===== config.mk =====
export PLATFORM = sky130hd
export DESIGN_NAME = bpc_decomp_arb
export DESIGN_NICKNAME = d
export VERILOG_FILES = /design/src/rtl/bpc_pkg.sv /design/src/rtl/bpc_rr_pick.sv /design/src/rtl/bpc_decomp_arb.sv
export SDC_FILE = /design/constraint.sdc
export NUM_CORES = 1
export LEC_CHECK = 0
export ABC_AREA = 1
export CAP_MARGIN = 0
export CORE_AREA = 2 2 191 193
export CTS_BUF_LIST = sky130_fd_sc_hd__clkbuf_16
export CTS_CLUSTER_DIAMETER = 60
export CTS_CLUSTER_SIZE = 25
export DETAILED_ROUTE_END_ITERATION = 7
export DIE_AREA = 0 0 193 195
export GPL_ROUTABILITY_DRIVEN = 0
export PLACE_DENSITY = 0.46
export SLEW_MARGIN = 20
export SYNTH_ARGS = -nofsm -noshare
export SYNTH_HDL_FRONTEND = slang
export SYNTH_SLANG_ARGS = --single-unit

===== constraint.sdc =====
create_clock -name clk -period 1.85 [get_ports clk]
set_input_delay 0.185 -clock clk [delete_from_list [all_inputs] [get_ports clk]]
set_output_delay 0.185 -clock clk [all_outputs]
set_load 0.03 [all_outputs]

===== src/rtl/bpc_pkg.sv =====
// Shared types and defaults for the BPC decompressor arbiter.
package bpc_pkg;

    typedef enum logic [1:0] {
        IDLE  = 2'd0,
        FEED  = 2'd1,
        DRAIN = 2'd2
    } arb_state_e;

    localparam int unsigned BPC_DATA_W    = 64;
    localparam int unsigned BPC_BLK_BEATS = 16;
    localparam int unsigned BPC_STAT_W    = 16;

endpackage


===== src/rtl/bpc_rr_pick.sv =====
// Rotating-priority encoder: first asserted request at or after rr_ptr, wrapping to 0.
module bpc_rr_pick #(
    parameter  int unsigned NUM_CH = 4,
    localparam int unsigned CH_W   = $clog2(NUM_CH)
) (
    input  logic [NUM_CH-1:0] req,
    input  logic [CH_W-1:0]   rr_ptr,
    output logic [CH_W-1:0]   gnt_idx,
    output logic              gnt_vld
);

    always_comb begin
        int unsigned idx;
        idx     = 0;
        gnt_idx = '0;
        gnt_vld = 1'b0;
        for (int unsigned k = 0; k < NUM_CH; k++) begin
            idx = (32'(rr_ptr) + k) % NUM_CH;
            if (!gnt_vld && req[CH_W'(idx)]) begin
                gnt_vld = 1'b1;
                gnt_idx = CH_W'(idx);
            end
        end
    end

endmodule


===== src/rtl/bpc_decomp_arb.sv =====
// Packet-granular round-robin arbiter sharing one BPC decompressor among NUM_CH streams.
// Optional per-channel completed-packet counters under `define BPC_ARB_STATS_EN.
module bpc_decomp_arb
    import bpc_pkg::*;
#(
    parameter  int unsigned NUM_CH    = 4,
    parameter  int unsigned DATA_W    = BPC_DATA_W,
    parameter  int unsigned BLK_BEATS = BPC_BLK_BEATS,
    localparam int unsigned CH_W      = $clog2(NUM_CH)
) (
    input  logic                     clk,
    input  logic                     rst_n,
    input  logic [NUM_CH-1:0]        s_valid,
    input  logic [NUM_CH*DATA_W-1:0] s_data,
    input  logic [NUM_CH-1:0]        s_sop,
    input  logic [NUM_CH-1:0]        s_eop,
    output logic [NUM_CH-1:0]        s_ready,
    output logic                     dc_valid,
    output logic [DATA_W-1:0]        dc_data,
    output logic                     dc_sop,
    output logic                     dc_eop,
    input  logic                     dc_ready,
    input  logic                     dco_valid,
    input  logic [DATA_W-1:0]        dco_data,
    input  logic                     dco_sop,
    input  logic                     dco_eop,
    output logic                     dco_ready,
    output logic [NUM_CH-1:0]        m_valid,
    output logic [DATA_W-1:0]        m_data,
    output logic                     m_sop,
    output logic                     m_eop,
    input  logic [NUM_CH-1:0]        m_ready,
    output logic                     busy,
    output logic [CH_W-1:0]          owner,
    output logic                     err_drop
`ifdef BPC_ARB_STATS_EN
    ,
    input  logic [CH_W-1:0]          stat_sel,
    output logic [BPC_STAT_W-1:0]    stat_cnt
`endif
);

    if (NUM_CH < 2 || NUM_CH > 8 || BLK_BEATS < 2) begin : g_cfg_err
        $error("bpc_decomp_arb: unsupported NUM_CH or BLK_BEATS");
    end

    arb_state_e        state_q, state_d;
    logic [CH_W-1:0]   owner_d;
    logic [CH_W-1:0]   rr_ptr_q, rr_ptr_d;
    logic              err_drop_d;
    logic [NUM_CH-1:0] req, stray;
    logic [CH_W-1:0]   gnt_idx;
    logic              gnt_vld;

    assign req   = s_valid & s_sop;
    assign stray = s_valid & ~s_sop;

    bpc_rr_pick #(.NUM_CH(NUM_CH)) u_pick (
        .req     (req),
        .rr_ptr  (rr_ptr_q),
        .gnt_idx (gnt_idx),
        .gnt_vld (gnt_vld)
    );

    // State, grant and status registers
    always_ff @(posedge clk or negedge rst_n) begin
        if (!rst_n) begin
            state_q  <= IDLE;
            owner    <= '0;
            rr_ptr_q <= '0;
            busy     <= 1'b0;
            err_drop <= 1'b0;
        end else begin
            state_q  <= state_d;
            owner    <= owner_d;
            rr_ptr_q <= rr_ptr_d;
            busy     <= (state_d != IDLE);
            err_drop <= err_drop_d;
        end
    end

    // Next state and datapath steering
    always_comb begin
        logic found;
        logic route_out;
        state_d    = state_q;
        owner_d    = owner;
        rr_ptr_d   = rr_ptr_q;
        err_drop_d = 1'b0;
        found      = 1'b0;
        route_out  = 1'b0;
        s_ready    = '0;
        dc_valid   = 1'b0;
        dc_data    = '0;
        dc_sop     = 1'b0;
        dc_eop     = 1'b0;
        dco_ready  = 1'b0;
        m_valid    = '0;
        m_data     = '0;
        m_sop      = 1'b0;
        m_eop      = 1'b0;

        case (state_q)
            IDLE: begin
                if (gnt_vld) begin
                    owner_d = gnt_idx;
                    state_d = FEED;
                end else begin
                    // Orphan beats are only discarded when no packet is waiting
                    for (int unsigned i = 0; i < NUM_CH; i++) begin
                        if (!found && stray[i]) begin
                            s_ready[i] = 1'b1;
                            found      = 1'b1;
                        end
                    end
                    err_drop_d = found;
                end
            end
            FEED: begin
                dc_valid         = s_valid[owner];
                dc_data          = s_data[32'(owner)*DATA_W +: DATA_W];
                dc_sop           = s_sop[owner];
                dc_eop           = s_eop[owner];
                s_ready[owner]   = dc_ready;
                route_out        = 1'b1;
                if (s_valid[owner] && dc_ready && s_eop[owner]) begin
                    state_d = DRAIN;
                end
            end
            DRAIN: begin
                route_out = 1'b1;
                if (dco_valid && m_ready[owner] && dco_eop) begin
                    state_d  = IDLE;
                    rr_ptr_d = (owner == CH_W'(NUM_CH - 1)) ? '0 : owner + CH_W'(1);
                end
            end
            default: state_d = IDLE;
        endcase

        // Early decompressor output during FEED is routed like DRAIN
        if (route_out) begin
            m_valid[owner] = dco_valid;
            m_data         = dco_data;
            m_sop          = dco_sop;
            m_eop          = dco_eop;
            dco_ready      = m_ready[owner];
        end
    end

`ifdef BPC_ARB_STATS_EN
    logic                  pkt_done;
    logic [BPC_STAT_W-1:0] stat_q [NUM_CH];

    assign pkt_done = (state_q == DRAIN) && dco_valid && m_ready[owner] && dco_eop;

    // Saturating completed-packet counters
    always_ff @(posedge clk or negedge rst_n) begin
        if (!rst_n) begin
            for (int unsigned i = 0; i < NUM_CH; i++) begin
                stat_q[i] <= '0;
            end
        end else if (pkt_done && (stat_q[owner] != {BPC_STAT_W{1'b1}})) begin
            stat_q[owner] <= stat_q[owner] + BPC_STAT_W'(1);
        end
    end

    assign stat_cnt = stat_q[stat_sel];
`endif

endmodule


# Word-level counts from Yosys, hierarchy flattened
# Cells that the tools add are included.
# word_totals
register_bits	8
latch_bits	0
ram_bits	0
rom_bits	0
memories	0
# classes
n_addsub	4
multipliers	0
div	0
order_cmp	6
n_eq_ne	3
shifts	1
n_mux	58
bitwise	5
reduce_logical	22
# ops
operator	n
$shiftx A256 B9 Y64	1
$mux W64	2
$mux W1	35
$and A4 B4 Y4	4
$bmux W1 S2	8
$mux W2	8
$lt A2 B3 Y1 const B	5
$logic_and A1 B1 Y1	11
$mux W4	2
$pmux W4 S2	1
$logic_not A1 Y1	6
$pmux W2 S3	1
$add A2 B1 Y2 const B	2
$add A2 B2 Y2 const B	2
$eq A2 B2 Y1 const B	2
$not A4 Y4	1
$reduce_and A2 Y1	2
$demux W1 S2	1
$eq A2 B1 Y1 const B	1
$ge A2 B1 Y1 const B	1
$logic_not A2 Y1	1
$reduce_bool A2 Y1	1
$reduce_or A2 Y1	1

# Longest topological paths before layout
# depth
word_depth	30
depth_mapped	11

# Cells and area by module
# A second synthesis with hierarchy kept.
# unflattened
hier_cells	828
area_unflattened_um2	3822.4
# modules_own_cells
mod	instances	cells_per_inst	area_per_inst_um2
bpc_decomp_arb	1	769	3503.4
bpc_rr_pick	1	59	319.1

# Worst setup path after synthesis
# Ideal clock, no wire load.
# synth_path
kind	reg-to-output
start	register owner[1]
end	output port s_ready[1]
arrival_ns	1.856
t_required_ns	1.665
slack_ns	-0.191
stages_incl_launch_ff	7
n_path_buf	2
path_cell_list	dfrtp_1 -> buf_2 -> inv_1 -> clkbuf_1 -> ha_1 -> inv_1 -> o22ai_1
# synth_via
elab_chain_len	6
word_cells_on_any_way	7
cone_classes	2 x order compare; 3 x mux; 1 x bitwise; 1 x reduce/logical
# synth_rtl
item	line_no	source
start, declared	bpc_decomp_arb.sv:34	output logic [CH_W-1:0] owner,
start signal, assigned	bpc_decomp_arb.sv:75	owner <= owner_d;
$lt A2 B3 Y1 (not written as such) / $ge A2 B1 Y1 (equally long branches)	bpc_decomp_arb.sv:124	s_ready[owner] = dc_ready;
$logic_and A1 B1 Y1 (not written as such)	bpc_decomp_arb.sv:124	
$mux W1 (not written as such)	bpc_decomp_arb.sv:124	
$demux W1 S2 (*)	bpc_decomp_arb.sv:124	
$and A4 B4 Y4 (no line) (*)	--	
$pmux W4 S2 (*)	bpc_decomp_arb.sv:103	case (state_q)
end, declared	bpc_decomp_arb.sv:17	output logic [NUM_CH-1:0] s_ready,
# Mark *: on every way between the ends. The rest lies on a longest branch, timed or not.

# Final worst setup path
# layout_path
start	register owner[0]
end	output port dc_data[23]
# layout_via
elab_chain_len	2
# layout_rtl
item	line_no	source
$shiftx A256 B9 Y64	bpc_decomp_arb.sv:121	dc_data = s_data[32'(owner)*DATA_W +: DATA_W];
$mux W64	bpc_decomp_arb.sv:103	
end, declared	bpc_decomp_arb.sv:19	output logic [DATA_W-1:0] dc_data,
# Every way passes these cells.

==> out/qor.yml <==
synth.cell_area_um2: 3775
clkPwrFrac_pct: 1.8
syn_inst: 823
dr.pass1.iters: 4
stdcell_count: 1813
avgSynthCellArea_um2: 4.587
cts_tree: "yes"
n_antenna_cell: 0
grt_pass1_vias: 6803
grt_pass1_wl_um: 41390
maxCapViolCount: 0
worst_pin_slew_ns: 0.5489
ant_nets: 0
crit_start: "owner[0]$_DFFE_PN0P_"
yosysTopAreaCellShare_pct: 26.55
root_buffer: "clkbuf_16"
wl_per_cell_um: 18.53
critPathKind: "flip-flop to output pin"
htree_levels: 1
p_sw_mw: 11.65
num-nets-final: 1703
fmax_mhz: 515.5
rrSetupSlack_ns: 0.08
fin_skew_ns: 0.003550
dr_total_vias: 7339
p_seq_share_pct: 1.8
relSlewSlack_pct: 63.29
r2r_start: "owner[0]$_DFFE_PN0P_"
synth-edff-count: 0
die_x_um: 193
cp_data_required_time_ns: 1.66
finalSetupViolations: 55
clkTransAtPathRegs_ns: 0.04
synth.net_count: 1173
rsz0062_at_grt: "true"
startpoint_type: "flip-flop"
cts_buffers: 3
power_mw: 21.00
via_per_inst: 4.048
endpoint: "dc_data[23]"
clk_latency_ns: 0.24
fp-row-count: 69
die_y_um: 195
worstPathArrival_ns: 1.75
yosys_warnings: 0
core_um2: 35400
port_buffers: 487
ys_ff_latch: 8
ys_top_cells_by_area: "nor2_1 27%, o21ai_0 17%, nand2_1 13%"
comb_power_share_pct: 96.3
wl_um: 33590
gr-total-overflow: 0
r2r-end: "busy$_DFF_PN0_"
p_leak_nw: 5.064
status: "finished with violations"
start_util_pct: 10.66
cts_sinks: 8
synth_ff_type: "dfrtp_1"
cts_max_path_buffers: 2
final_area_um2: 11270
fin_setup_tns_ns: -1.812
worstRegToRegCells: 11
yosys.area.top_type: "nor2_1"
fin_crit_ns: 1.940
vdd.ir_drop.worst_v: 0.001164
fin_util_pct: 31.84
layout-drive-gt1-share_pct: 32.91
drc: 0
dp_hpwl_um: 23130
p_per_area_nw_per_um2: 1863
switching_share_pct: 55.50
die_area_um2: 37640
ioPinCount: 488
slew_viol_final: 0
placed_cell_area_um2: 9488
failed_checks: "negative setup slack"
async_reset_ff_share_pct: 100.0
fill_cells: 3853
ys_seq_area_share_pct: 5.303
fin_ws_ns: -0.08982
cts-hold-fix-buffers: 0
hold_viol: 0
ys_types: 29
internal_power_mw: 9.345
drt_iter0_markers: 229
area_delta_synth_final_pct: 198.6
cp_max_fo: 8
grt_util_all_layers_pct: 14.42
dp.cells: 1753
endpoint_kind: "output pin"
grt_antenna_before_repair: 0
period_share_pct: 104.9
grt_max_degree: 65
hp-class: "primary input to asynchronous set/reset pin"
## flip-flops by register name, indices dropped and copies added, names as in the netlist
signal / flops
owner: 2
rr_ptr_q: 2
state_q: 2
busy: 1
err_drop: 1
## timing repair
action / 4_1_cts / 5_1_grt
setup buffers: 8 / 25
pin swaps: 14 / 37
gates resized for setup: 50 / 279
setup endpoints to repair: 69 / 114
gates cloned: 4 / 20
## critical path: stages (launching register included)
cell,delay [ns]
dfrtp_4,0.43
buf_12,0.15
buf_6,0.15
buf_8,0.15
nor2_1,0.05
nor2_1,0.08
o21ai_0,0.11
a21oi_2,0.23
buf_12,0.15
## power by group through the flow
| stage | logic [mW] | registers [mW] | clock network [mW] |
|---|---|---|---|
| 2_1_floorplan | 9.15 | 0.411 | 0 |
| 3_3_place_gp | 15.9 | 0.383 | 0 |
| 4_1_cts | 16.9 | 0.411 | 0.390 |
| 3_5_place_dp | 15.8 | 0.381 | 0 |
| 6_report | 20.2 | 0.385 | 0.382 |
| 5_1_grt | 21.5 | 0.402 | 0.398 |
## Yosys cell counts (2+ instances only)
cell,n
nor2_1,267
o21ai_0,131
nand2_1,126
inv_1,89
a21oi_1,72
nand3_1,28
clkbuf_1,27
buf_2,26
nand2_2,12
dfrtp_1,8
ha_1,8
buf_1,6
inv_2,3
buf_4,2
nand3b_1,2
nand4_1,2
o22ai_1,2
## worst min path at each step
stage,slack [ns],to,start
CTS,0.29,rr_ptr_q[0]$_DFFE_PN0P_,rst_n
global placement,0.56,owner[0]$_DFFE_PN0P_,rst_n
global route,0.34,owner[0]$_DFFE_PN0P_,rst_n
finish,0.31,owner[0]$_DFFE_PN0P_,rst_n
floorplan,-0.11,busy$_DFF_PN0_,rst_n
detailed placement,0.55,err_drop$_DFF_PN0_,rst_n
## final cells by class
cell class | count | area [um2] | area share, %
Tap cell | 461 | 576.8 | 5.118
Sequential cell | 8 | 207.7 | 1.843
Timing Repair Buffer | 587 | 6369 | 56.51
Multi-Input combinational cell | 661 | 3650 | 32.38
Inverter | 92 | 389.1 | 3.452
Clock buffer | 3 | 75.07 | 0.6661
Clock inverter | 1 | 3.754 | 0.03330
## logic make-up after synthesis
logic type               after synthesis  share of synthesized area, %
buffers and inverters                154                         16.57
AND/OR/NAND/NOR                      446                         47.89
AO/OA/AOI/OAI                        207                         27.58
adder cells (fa/ha/maj)                8                         2.652
flip-flops                             8                         5.303
## per-layer routing
layer  track usage [%]  vias to the layer above  part of all wire [%]
met1             17.36                     3347                    40
met4            0.9259                        0                  0.92
li1                  -                     3644                     -
met3             2.894                       15                   7.9
met5                 0                        -                     0
met2             27.19                      333                    51
## cells in the final DEF (no fill, tap or decap), types with 45 or more instances in the layout
cell,count
buf_6,60
nand2_1,115
o21ai_1,67
buf_4,123
clkdlybuf4s50_1,341
nor2_2,51
nor2_1,208
inv_1,83
a21oi_2,56
o21ai_0,45
## through the flow
stage               setup WS [ns]  hold slack (ns)
floorplan                -0.06224          -0.1106
global placement         -0.06370           0.5582
detailed placement       -0.03420           0.5454
CTS                       -0.1480           0.2942
global route              -0.1555           0.3355
finish                   -0.08982           0.3090
Power figures use the tool's default switching activity.
